## config.mk

```make
export PLATFORM = sky130hd
export DESIGN_NAME = add_seq_arb_flat
export DESIGN_NICKNAME = d
export VERILOG_FILES = /design/src/rtl/add_seq_arb_if.sv /design/src/rtl/add_seq_arb.sv /design/src/flat_wrapper.sv
export SDC_FILE = /design/constraint.sdc
export NUM_CORES = 1
export LEC_CHECK = 0
export ABC_CLOCK_PERIOD_IN_PS = 1800
export CAP_MARGIN = 20
export CELL_PAD_IN_SITES_DETAIL_PLACEMENT = 1
export CELL_PAD_IN_SITES_GLOBAL_PLACEMENT = 1
export CORE_MARGIN = 2
export CORE_UTILIZATION = 25
export DETAILED_ROUTE_END_ITERATION = 8
export PLACE_DENSITY = 0.61
export RECOVER_POWER = 50
export SLEW_MARGIN = 20
export SYNTH_ARGS = -nofsm -noshare
export SYNTH_HDL_FRONTEND = slang
export SYNTH_SLANG_ARGS = --single-unit
```

## constraint.sdc

```tcl
create_clock -name clk -period 1.8 [get_ports clk]
set_input_delay 0.36 -clock clk [delete_from_list [all_inputs] [get_ports clk]]
set_output_delay 0.36 -clock clk [all_outputs]
set_load 0.01 [all_outputs]
```

## src/rtl/add_seq_arb_if.sv

```systemverilog
// Handshake and shared-adder bundle for add_seq_arb: two requesters, one response
// channel, and the 2-bit slice adder. The slave modport is the arbiter side.
interface add_seq_arb_if #(
  parameter int W = 8
) ();
  logic         req0_valid;
  logic         req0_ready;
  logic [W-1:0] req0_a;
  logic [W-1:0] req0_b;
  logic         req0_cin;

  logic         req1_valid;
  logic         req1_ready;
  logic [W-1:0] req1_a;
  logic [W-1:0] req1_b;
  logic         req1_cin;

  logic         rsp_valid;
  logic         rsp_ready;
  logic [W-1:0] rsp_sum;
  logic         rsp_cout;
  logic         rsp_id;

  logic [1:0]   slice_a;
  logic [1:0]   slice_b;
  logic         slice_cin;
  logic [1:0]   slice_sum;
  logic         slice_cout;

  modport slave (
    input  req0_valid, req0_a, req0_b, req0_cin,
    output req0_ready,
    input  req1_valid, req1_a, req1_b, req1_cin,
    output req1_ready,
    output rsp_valid, rsp_sum, rsp_cout, rsp_id,
    input  rsp_ready,
    output slice_a, slice_b, slice_cin,
    input  slice_sum, slice_cout
  );

  modport master (
    output req0_valid, req0_a, req0_b, req0_cin,
    input  req0_ready,
    output req1_valid, req1_a, req1_b, req1_cin,
    input  req1_ready,
    input  rsp_valid, rsp_sum, rsp_cout, rsp_id,
    output rsp_ready,
    input  slice_a, slice_b, slice_cin,
    output slice_sum, slice_cout
  );
endinterface

```

## src/rtl/add_seq_arb.sv

```systemverilog
// Two-requester round-robin front end for a shared external 2-bit adder slice.
// A W-bit add is serialised LSB-first over W/2 RUN cycles.
//
//   state | meaning
//   IDLE  | grant one requester, capture operands on accept
//   RUN   | drive one 2-bit slice per cycle, collect sum and carry
//   DONE  | hold result until the consumer takes it
module add_seq_arb #(
  parameter int W = 8
) (
  input logic         clk,
  input logic         rst_n,
  add_seq_arb_if.slave bus
);

  localparam int STEPS = W / 2;
  localparam int SW    = (STEPS < 2) ? 1 : $clog2(STEPS);

  typedef enum logic [1:0] {
    IDLE = 2'd0,
    RUN  = 2'd1,
    DONE = 2'd2
  } state_t;

  state_t         state_q;
  logic [W-1:0]   a_q;
  logic [W-1:0]   b_q;
  logic [W-1:0]   sum_q;
  logic           carry_q;
  logic           cout_q;
  logic           id_q;
  logic           last_grant_q;
  logic           rsp_valid_q;
  logic [SW-1:0]  step_q;

  logic           gnt1;
  logic           rdy0;
  logic           rdy1;
  logic           last_step;
  logic [W+1:0]   sum_ext;

  // Tie goes to whoever was not served last; ready is masked during reset.
  always_comb begin
    gnt1      = bus.req1_valid & (~bus.req0_valid | ~last_grant_q);
    rdy0      = rst_n & (state_q == IDLE) & bus.req0_valid & ~gnt1;
    rdy1      = rst_n & (state_q == IDLE) & gnt1;
    last_step = (step_q == SW'(STEPS - 1));
    sum_ext   = {bus.slice_sum, sum_q} >> 2;
  end

  always_ff @(posedge clk) begin
    if (!rst_n) begin
      state_q      <= IDLE;
      a_q          <= '0;
      b_q          <= '0;
      sum_q        <= '0;
      carry_q      <= 1'b0;
      cout_q       <= 1'b0;
      id_q         <= 1'b0;
      last_grant_q <= 1'b1;
      rsp_valid_q  <= 1'b0;
      step_q       <= '0;
    end else begin
      case (state_q)
        IDLE: begin
          if (rdy0 | rdy1) begin
            a_q          <= gnt1 ? bus.req1_a   : bus.req0_a;
            b_q          <= gnt1 ? bus.req1_b   : bus.req0_b;
            carry_q      <= gnt1 ? bus.req1_cin : bus.req0_cin;
            id_q         <= gnt1;
            last_grant_q <= gnt1;
            step_q       <= '0;
            state_q      <= RUN;
          end
        end
        RUN: begin
          carry_q <= bus.slice_cout;
          sum_q   <= sum_ext[W-1:0];
          a_q     <= a_q >> 2;
          b_q     <= b_q >> 2;
          step_q  <= step_q + SW'(1);
          if (last_step) begin
            cout_q      <= bus.slice_cout;
            rsp_valid_q <= 1'b1;
            state_q     <= DONE;
          end
        end
        DONE: begin
          if (bus.rsp_ready) begin
            rsp_valid_q <= 1'b0;
            state_q     <= IDLE;
          end
        end
        default: state_q <= IDLE;
      endcase
    end
  end

  assign bus.req0_ready = rdy0;
  assign bus.req1_ready = rdy1;
  assign bus.rsp_valid  = rsp_valid_q;
  assign bus.rsp_sum    = sum_q;
  assign bus.rsp_cout   = cout_q;
  assign bus.rsp_id     = id_q;
  assign bus.slice_a    = (state_q == RUN) ? a_q[1:0] : 2'b00;
  assign bus.slice_b    = (state_q == RUN) ? b_q[1:0] : 2'b00;
  assign bus.slice_cin  = (state_q == RUN) ? carry_q  : 1'b0;

endmodule

```

## src/flat_wrapper.sv

```systemverilog
// flat-port wrapper written by rule: the top's interface ports become plain ports
module add_seq_arb_flat 
#(
  parameter int W = 8
)
  (clk, rst_n, bus_req0_valid, bus_req0_a, bus_req0_b, bus_req0_cin, bus_req0_ready, bus_req1_valid, bus_req1_a, bus_req1_b, bus_req1_cin, bus_req1_ready, bus_rsp_valid, bus_rsp_sum, bus_rsp_cout, bus_rsp_id, bus_rsp_ready, bus_slice_a, bus_slice_b, bus_slice_cin, bus_slice_sum, bus_slice_cout);
  add_seq_arb_if #(.W(W)) bus_i ();
  input logic clk;
  input logic rst_n;
  input wire logic [$bits(bus_i.req0_valid)-1:0] bus_req0_valid;
  input wire logic [$bits(bus_i.req0_a)-1:0] bus_req0_a;
  input wire logic [$bits(bus_i.req0_b)-1:0] bus_req0_b;
  input wire logic [$bits(bus_i.req0_cin)-1:0] bus_req0_cin;
  output wire logic [$bits(bus_i.req0_ready)-1:0] bus_req0_ready;
  input wire logic [$bits(bus_i.req1_valid)-1:0] bus_req1_valid;
  input wire logic [$bits(bus_i.req1_a)-1:0] bus_req1_a;
  input wire logic [$bits(bus_i.req1_b)-1:0] bus_req1_b;
  input wire logic [$bits(bus_i.req1_cin)-1:0] bus_req1_cin;
  output wire logic [$bits(bus_i.req1_ready)-1:0] bus_req1_ready;
  output wire logic [$bits(bus_i.rsp_valid)-1:0] bus_rsp_valid;
  output wire logic [$bits(bus_i.rsp_sum)-1:0] bus_rsp_sum;
  output wire logic [$bits(bus_i.rsp_cout)-1:0] bus_rsp_cout;
  output wire logic [$bits(bus_i.rsp_id)-1:0] bus_rsp_id;
  input wire logic [$bits(bus_i.rsp_ready)-1:0] bus_rsp_ready;
  output wire logic [$bits(bus_i.slice_a)-1:0] bus_slice_a;
  output wire logic [$bits(bus_i.slice_b)-1:0] bus_slice_b;
  output wire logic [$bits(bus_i.slice_cin)-1:0] bus_slice_cin;
  input wire logic [$bits(bus_i.slice_sum)-1:0] bus_slice_sum;
  input wire logic [$bits(bus_i.slice_cout)-1:0] bus_slice_cout;
  assign bus_i.req0_valid = bus_req0_valid;
  assign bus_i.req0_a = bus_req0_a;
  assign bus_i.req0_b = bus_req0_b;
  assign bus_i.req0_cin = bus_req0_cin;
  assign bus_req0_ready = bus_i.req0_ready;
  assign bus_i.req1_valid = bus_req1_valid;
  assign bus_i.req1_a = bus_req1_a;
  assign bus_i.req1_b = bus_req1_b;
  assign bus_i.req1_cin = bus_req1_cin;
  assign bus_req1_ready = bus_i.req1_ready;
  assign bus_rsp_valid = bus_i.rsp_valid;
  assign bus_rsp_sum = bus_i.rsp_sum;
  assign bus_rsp_cout = bus_i.rsp_cout;
  assign bus_rsp_id = bus_i.rsp_id;
  assign bus_i.rsp_ready = bus_rsp_ready;
  assign bus_slice_a = bus_i.slice_a;
  assign bus_slice_b = bus_i.slice_b;
  assign bus_slice_cin = bus_i.slice_cin;
  assign bus_i.slice_sum = bus_slice_sum;
  assign bus_i.slice_cout = bus_slice_cout;
  add_seq_arb #(.W(W)) u_core (.clk(clk), .rst_n(rst_n), .bus(bus_i));
endmodule
```

==> results.json, run 1 <==
{
  "finalCritPeriodShare": 0.954,
  "peakVddDrop_v": 0.000327,
  "rsz0062_at_grt": "false",
  "synthAdderAreaFrac": 0.00733,
  "synth-xor-area-share": 0,
  "reg2reg_depth": 4,
  "finalHoldViolCount": 0,
  "ys.flop_type": "dfxtp_1",
  "syn_area_per_cell_um2": 8.98,
  "cts_num_sinks": 33,
  "worstPathMaxFanout": 14,
  "drc": 0,
  "synth_area_mm2": 0.00171,
  "die_h_um": 86.6,
  "dp_hpwl_mm": 3.55,
  "synth.top_cell.area_share": 0.387,
  "fmax_mhz": 582,
  "final_nets": 298,
  "synth-simple-area-share": 0.253,
  "critical_path.cell_chain": "nor2b_4 -> buf_12 -> and2_1 -> clkdlybuf4s15_1",
  "hold_depth": 1,
  "grt_pass1_vias": 1798,
  "maxSlewViolCount": 0,
  "die_w_um": 86.6,
  "setup_violations": 0,
  "synth.area.mux_share": 0.0235,
  "antenna_found_initial": 0,
  "core.rowCount": 30,
  "fin_util": 0.390,
  "gp_congestion": 0.709,
  "timing.reg2reg.setup_slack_ns": 0.10,
  "htree_num_levels": 2,
  "synth_seq_cells": 33,
  "drive_gt1_frac": 0.180,
  "yosysTopAreaCell": "dfxtp_1",
  "synth_compound_gate_area_share": 0.279,
  "synth-async-reset-ratio": 0,
  "drtAntennaViolNets": 0,
  "ys_types": 35,
  "cellPowerDensity_mw_per_mm2": 741,
  "numCtsBuffers": 5,
  "arrival_ns": 1.36,
  "cts_hold_buf": 0,
  "cts_tree": "done",
  "path_class": "flop to primary output",
  "cts_root_buf": "clkbuf_8",
  "vias": 1642,
  "maxCapViolCount": 0,
  "hp-class": "flop to flop",
  "grt_max_degree": 30,
  "cp_slowest_stage_delay_ns": 0.38,
  "die_area_mm2": 0.00750,
  "synthTopCellsByArea": "dfxtp_1, o41ai_2, nor3_1, nor2b_1, o211ai_1",
  "diodes": 0,
  "synth_top_family_by_area": "compound AO/OA/AOI/OAI gates",
  "syn_inst": 190,
  "totalWireLength_mm": 5.22,
  "status": "completed",
  "start_kind": "flop",
  "syn-num-nets": 233,
  "floorplan.initialDensity": 0.255,
  "critPathRequiredTime_ns": 1.44,
  "coreArea_mm2": 0.00668,
  "vias_per_cell": 4.89,
  "cp-end-kind": "primary output",
  "setup_tns_ns": 0,
  "io_buffer_count": 59,
  "cp_slowest_cell": "dfxtp_4",
  "leakagePower_nw": 1.01,
  "fillers": 795,
  "tightest_slew_ns": 0.557,
  "ys_seq_area_frac": 0.387,
  "grt_pass1_wl_mm": 8.60,
  "synth_edf_count": 0,
  "drt_iter0_markers": 37,
  "slew_headroom": 0.629,
  "clkTransAtPathRegs_ns": 0.08,
  "clk_path_buf_depth": 2,
  "clock_latency_ns": 0.30,
  "grt_use_total": 0.148,
  "ioPinCount": 60,
  "finClkSkew_ns": 0.00507,
  "ys_warn_count": 0,
  "detail_route.wl_per_cell_um": 15.5,
  "fin_crit_ns": 1.72,
  "grt-ovfl-total": 0,
  "drt_pass1_iterations": 4,
  "area_delta_synth_final_pct": 52.7
}
## cells by family after synthesis
family                     Yosys count
AOI/OAI and AO/OA                   53
adders and majority gates            1
buffers and inverters               19
DFF                                 33
muxes                                4
and+or+nand+nor                     80
## through the flow
step / setup slack (ns) / hold WS, ns / instances / power [mW] / cell area [um^2]
floorplan: 0.336 / 0.433 / 190 / 1.01 / 1710
global placement: -0.361 / 0.447 / 326 / 1.20 / 2440
detailed placement: -0.416 / 0.455 / 326 / 1.21 / 2440
CTS: 0.00497 / 0.476 / 336 / 1.96 / 2610
global route: 0.00170 / 0.495 / 336 / 2.03 / 2610
finish: 0.0830 / 0.474 / 336 / 1.93 / 2610
## where the power goes
group	switching (mW)	internal [mW]
Sequential	0.0282	0.779
Clock	0.317	0.415
Combinational	0.170	0.221
Total	0.516	1.41
## flip-flops by register name (all words and copies together) (netlist names)
| signal | count |
|---|---|
| u_core.bus.rsp_cout | 1 |
| u_core.a_q | 8 |
| u_core.last_grant_q | 1 |
| u_core.bus.rsp_id | 1 |
| u_core.bus.rsp_sum | 8 |
| u_core.b_q | 8 |
| u_core.state_q | 2 |
| u_core.carry_q | 1 |
| u_core.bus.rsp_valid | 1 |
| u_core.step_q | 2 |
## critical path: cells and delay by family, from the launching register on
family	cells	cell delay (ns)
buffers and inverters	2	0.37
DFF	1	0.38
and+or+nand+nor	2	0.30
## cells in the final DEF (no fill, tap or decap), types with 7 or more instances in the layout
cell type        netlist  routed
nor2b_1               16      15
a21boi_0              11      11
clkdlybuf4s50_1        0      41
and2_1                 7       7
buf_4                  0      14
o41ai_2                9      10
nor3_1                24      24
nand2_1               19      19
dfxtp_1               33      31
o211ai_1              13      13
dlygate4sd3_1          0       9
## cell usage after synthesis (all sizes together), types with 2 or more instances
cell type / n
or3: 2
o211ai: 13
o2bb2ai: 5
mux2i: 4
o41ai: 12
nand2b: 3
nand2: 19
nor2b: 16
clkbuf: 12
o21ai: 4
nor3: 25
a21oi: 2
a21boi: 12
or3b: 2
buf: 6
and2: 7
dfxtp: 33
a22oi: 2
nor2: 2
## metal layers
metal / vias to the layer above / wire, um / GRT usage
li1: 826 / - / -
met1: 762 / 2430 / 0.180
met2: 45 / 2420 / 0.248
met3: 9 / 276 / 0.0371
met4: 0 / 95 / 0.0653
met5: - / 0 / 0
## cell type report
type,count,area (um^2),area share
Clock buffer,5,68.8,0.0264
Multi-Input combinational cell,138,991,0.380
Tap cell,80,100,0.0384
Clock inverter,3,46.3,0.0178
Timing Repair Buffer,76,731,0.280
Sequential cell,33,666,0.255
Inverter,1,3.75,0.00144
## timing repair
action	4_1_cts	5_1_grt
pin swaps	1	1
gates resized for setup	21	9
cloned	1	0
setup endpoints to repair	7	7
setup buffers	1	0
## final timing paths
path                startpoint        endpoint
max reg2reg  u_core.state_q[0]   u_core.a_q[4]
min reg2reg      u_core.a_q[7]   u_core.a_q[7]
min              u_core.a_q[7]   u_core.a_q[7]
max          u_core.state_q[0]  bus_slice_b[1]
Power figures use the tool's default switching activity.
==> inputs of run 2 (changes only) <==
--- a/config.mk
+++ b/config.mk
@@ -12,7 +12,7 @@
 export CORE_MARGIN = 2
 export CORE_UTILIZATION = 25
 export DETAILED_ROUTE_END_ITERATION = 8
-export PLACE_DENSITY = 0.61
+export PLACE_DENSITY_LB_ADDON = 0.1
 export RECOVER_POWER = 50
 export SLEW_MARGIN = 20
 export SYNTH_ARGS = -nofsm -noshare
==> results.json, run 2 (synthesis gave the netlist of run 1 again) <==
{
  "grt_pass1_vias": 1723,
  "rsz0062_at_grt": "false",
  "antenna_found_initial": 0,
  "tightest_slew_ns": 0.432,
  "crit_family": "buffers and inverters",
  "cts_num_sinks": 33,
  "die_w_um": 86.6,
  "grt_use_met1": 0.193,
  "setup_tns_ns": 0,
  "start_kind": "input pin",
  "clock_latency_ns": 0.28,
  "leakagePower_nw": 1.01,
  "drt_iter0_markers": 46,
  "drive_gt1_frac": 0.174,
  "power.total_mw": 1.72,
  "met2_usage": 0.241,
  "drt_pass1_iterations": 4,
  "peakVddDrop_v": 0.000280,
  "die_h_um": 86.6,
  "slew_headroom": 0.712,
  "maxSlewViolCount": 0,
  "final_nets": 300,
  "status": "completed",
  "grt_use_total": 0.145,
  "dp_hpwl_mm": 3.58,
  "diodes": 0,
  "htree_num_levels": 2,
  "stdcell_area_mm2": 0.00255,
  "vias_per_cell": 4.86,
  "hp-class": "flop to flop",
  "setup_violations": 0,
  "cp-end-kind": "primary output",
  "totalWireLength_mm": 5.04,
  "drtAntennaViolNets": 0,
  "clkTransAtPathRegs_ns": 0.06,
  "path_class": "input pin to primary output",
  "detail_route.wl_per_cell_um": 14.9,
  "gp_congestion": 0.729,
  "io_buffer_count": 59,
  "whs_ns": 0.465,
  "numCtsBuffers": 5,
  "grt_max_degree": 30,
  "cp_slowest_stage_delay_ns": 0.49,
  "crit_buf_inv": 2,
  "clk_path_buf_depth": 2,
  "pre_cts_ws_ns": -0.428,
  "dpl-instance-area_mm2": 0.00244,
  "critical_path.cell_chain": "clkdlybuf4s50_1 -> a21bo_1 -> and3_1 -> buf_2",
  "cts_tree": "done",
  "cp_slowest_cell": "clkdlybuf4s50_1",
  "die_area_mm2": 0.00750,
  "core.rowCount": 30,
  "drc": 0,
  "floorplan.initialDensity": 0.255,
  "cts_hold_buf": 0,
  "fin_crit_ns": 1.74,
  "arrival_ns": 1.38,
  "worstPathMaxFanout": 3,
  "critPathRequiredTime_ns": 1.44,
  "final_cell_mix": "clkdlybuf4s50_1, dfxtp_1, nor3_1",
  "finClkSkew_ns": 0.00688,
  "grt_pass1_wl_mm": 8.54,
  "grtUsageMet3": 0.0352,
  "ioPinCount": 60,
  "grt-ovfl-total": 0,
  "layout_commonest_cell": "clkdlybuf4s50_1",
  "finalCritPeriodShare": 0.965,
  "grt.busiest_layer": "met2",
  "fmax_mhz": 576,
  "cts_root_buf": "clkbuf_8",
  "cellPowerDensity_mw_per_mm2": 674,
  "maxCapViolCount": 0,
  "finalHoldViolCount": 0,
  "vias": 1643,
  "coreArea_mm2": 0.00668,
  "area_delta_synth_final_pct": 49.7,
  "layout_setup_ws_ns": 0.0633
}
[run 2: changes by cell type in the layout (fill, tap and decap cells not counted), moves of 3 or more]
cell,previous run,this run
buf_4,14,17
clkbuf_1,0,3
clkdlybuf4s15_1,3,0
dlygate4sd2_1,2,5
[run 2: worst paths after layout]
| check | from | end | slack, ns | depth (start not counted) |
|---|---|---|---|---|
| worst max-delay path | bus_req1_valid | bus_req0_ready | 0.06 | 4 |
| worst min-delay path | u_core.bus.rsp_sum[0] | u_core.bus.rsp_sum[0] | 0.46 | 2 |
| worst max register to register | u_core.state_q[0] | u_core.a_q[2] | 0.10 | 5 |
| worst min register to register | u_core.bus.rsp_sum[0] | u_core.bus.rsp_sum[0] | 0.46 | 2 |
[run 2: area by class of cell]
| class | count | area [um^2] |
|---|---|---|
| Tap cell | 80 | 100 |
| Sequential cell | 33 | 666 |
| Clock buffer | 8 | 80.1 |
| Inverter | 1 | 3.75 |
| Multi-Input combinational cell | 138 | 998 |
| Timing Repair Buffer | 78 | 707 |
| Fill cell | 789 | 4130 |
[run 2: worst register-to-register path, cell delays in order (launching register included)]
cell and delay [ns]:
dfxtp_4 0.37, nor2b_4 0.14, buf_4 0.15, clkbuf_2 0.29
or3_1 0.41, a32o_1 0.25
[run 2: power breakdown]
| part | internal [mW] | total (mW) | switching, mW |
|---|---|---|---|
| clock | 0.275 | 0.532 | 0.257 |
| sequential | 0.779 | 0.808 | 0.0291 |
| combinational | 0.212 | 0.381 | 0.169 |
[run 2: timing repair]
action,4_1_cts,5_1_grt
endpoints found under the setup margin,7,5
pin swaps,0,1
setup buffers,3,0
resized for setup,18,6
[run 2: layer usage]
| metal | vias to the layer above | wire, um |
|---|---|---|
| li1 | 829 | - |
| met1 | 768 | 2380 |
| met2 | 42 | 2420 |
| met3 | 4 | 210 |
| met4 | 0 | 38 |
| met5 | - | 0 |
[run 2: through the flow]
stage / util / cells
6_report: 0.382 / 338
5_1_grt: 0.382 / 338
4_1_cts: 0.383 / 338
3_5_place_dp: 0.365 / 327
3_3_place_gp: 0.365 / 327
2_1_floorplan: - / 190
==> inputs of run 3 (changes only) <==
--- a/config.mk
+++ b/config.mk
@@ -6,13 +6,12 @@
 export NUM_CORES = 1
 export LEC_CHECK = 0
 export ABC_CLOCK_PERIOD_IN_PS = 1800
-export CAP_MARGIN = 20
 export CELL_PAD_IN_SITES_DETAIL_PLACEMENT = 1
 export CELL_PAD_IN_SITES_GLOBAL_PLACEMENT = 1
 export CORE_MARGIN = 2
 export CORE_UTILIZATION = 25
 export DETAILED_ROUTE_END_ITERATION = 8
-export PLACE_DENSITY_LB_ADDON = 0.1
+export PLACE_DENSITY_LB_ADDON = 0.25
 export RECOVER_POWER = 50
 export SLEW_MARGIN = 20
 export SYNTH_ARGS = -nofsm -noshare
==> results.json, run 3 (synthesis gave the netlist of run 1 again) <==
{
  "coreArea_mm2": 0.00668,
  "drt_pass1_iterations": 3,
  "numCtsBuffers": 5,
  "core.rowCount": 30,
  "clkTransAtPathRegs_ns": 0.07,
  "vias_per_cell": 4.95,
  "leakagePower_nw": 1.03,
  "dp_hpwl_mm": 3.50,
  "drive_gt1_frac": 0.167,
  "met2_usage": 0.220,
  "grt.busiest_layer": "met2",
  "fmax_mhz": 575,
  "grt_use_total": 0.141,
  "totalWireLength_mm": 5.16,
  "die_area_mm2": 0.00750,
  "whs_ns": 0.465,
  "layout_commonest_cell": "clkdlybuf4s50_1",
  "maxSlewViolCount": 0,
  "worstPathMaxFanout": 3,
  "critPathRequiredTime_ns": 1.44,
  "drt_iter0_markers": 22,
  "clock_latency_ns": 0.29,
  "tightest_slew_ns": 0.521,
  "cp-end-kind": "primary output",
  "fin_crit_ns": 1.74,
  "critical_path.cell_chain": "clkdlybuf4s50_1 -> a21boi_2 -> and2_1 -> clkdlybuf4s15_2",
  "cp_slowest_stage_delay_ns": 0.48,
  "slew_headroom": 0.653,
  "fillers": 775,
  "gp_congestion": 0.668,
  "cts_root_buf": "clkbuf_8",
  "ioPinCount": 60,
  "drc": 0,
  "die_h_um": 86.6,
  "diodes": 0,
  "cts_hold_buf": 0,
  "grt_max_degree": 30,
  "drtAntennaViolNets": 0,
  "grt_use_met1": 0.191,
  "finClkSkew_ns": 0.00339,
  "final_cell_mix": "clkdlybuf4s50_1, dfxtp_1, nor3_1",
  "die_w_um": 86.6,
  "maxCapViolCount": 0,
  "status": "completed",
  "grtUsageMet3": 0.0333,
  "finalHoldViolCount": 0,
  "rsz0062_at_grt": "false",
  "vias": 1667,
  "cellPowerDensity_mw_per_mm2": 685,
  "cts_num_sinks": 33,
  "final_nets": 300,
  "antenna_found_initial": 0,
  "grt_pass1_vias": 1637,
  "hp-class": "flop to flop",
  "floorplan.initialDensity": 0.255,
  "clk_path_buf_depth": 2,
  "area_delta_synth_final_pct": 53.2,
  "peakVddDrop_v": 0.000235,
  "cp_slowest_cell": "clkdlybuf4s50_1",
  "arrival_ns": 1.38,
  "start_kind": "input pin",
  "path_class": "input pin to primary output",
  "grt_pass1_wl_mm": 8.22,
  "grt-ovfl-total": 0,
  "finalCritPeriodShare": 0.965,
  "io_buffer_count": 59,
  "cts_tree": "done",
  "setup_violations": 0,
  "detail_route.wl_per_cell_um": 15.3,
  "fin_util": 0.391,
  "htree_num_levels": 2
}
==> run 3: cell type report <==
| type | instances | area [um^2] | share of cell area |
|---|---|---|---|
| Timing Repair Buffer | 77 | 756 | 0.289 |
| Clock buffer | 7 | 86.3 | 0.0330 |
| Tap cell | 80 | 100 | 0.0383 |
| Sequential cell | 33 | 666 | 0.255 |
| Inverter | 1 | 3.75 | 0.00144 |
| Multi-Input combinational cell | 139 | 1000 | 0.384 |
==> run 3: final timing paths <==
| path | start | end | slack [ns] | cells past startpoint |
|---|---|---|---|---|
| worst min-delay path | u_core.b_q[7] | u_core.b_q[7] | 0.46 | 1 |
| worst max register to register | u_core.state_q[1] | u_core.bus.rsp_sum[4] | 0.17 | 4 |
| worst min register to register | u_core.b_q[7] | u_core.b_q[7] | 0.46 | 1 |
| worst max-delay path | bus_req1_valid | bus_req1_ready | 0.06 | 4 |
==> run 3: layer usage <==
| metal | wire, um | vias up |
|---|---|---|
| met5 | 0 | - |
| met4 | 79 | 0 |
| met3 | 220 | 8 |
| met2 | 2290 | 44 |
| met1 | 2580 | 785 |
| li1 | - | 830 |
==> run 3: timing repair <==
action                     in CTS  in global routing
pin swaps                       1                  1
gates resized for setup        16                 11
cloned                          2                  0
hold endpoints to repair        0                  0
setup endpoints to repair       8                 17
buffers inserted                1                  1
==> run 3: through the flow <==
step	setup WS, ns	setup TNS [ns]	total power [mW]	instances	instance area, um^2
after floorplan	0.336	0	1.01	190	1710
after global placement	-0.350	-3.77	1.20	326	2440
after detailed placement	-0.436	-4.66	1.21	326	2440
after CTS	-0.0477	-0.0498	1.80	336	2600
after global routing	0.00776	0	1.89	337	2620
final	0.0623	0	1.79	337	2620
==> run 3: report_power, final <==
group | internal [mW] | switching [mW]
Clock | 0.304 | 0.279
Sequential | 0.779 | 0.0288
Combinational | 0.230 | 0.172
Total | 1.31 | 0.480
==> run 3: worst max-delay path, delay by kind of cell <==
family | cells | cell delay (ns)
buffers and inverters | 2 | 0.70
AOI/OAI and AO/OA | 1 | 0.17
and+or+nand+nor | 1 | 0.14
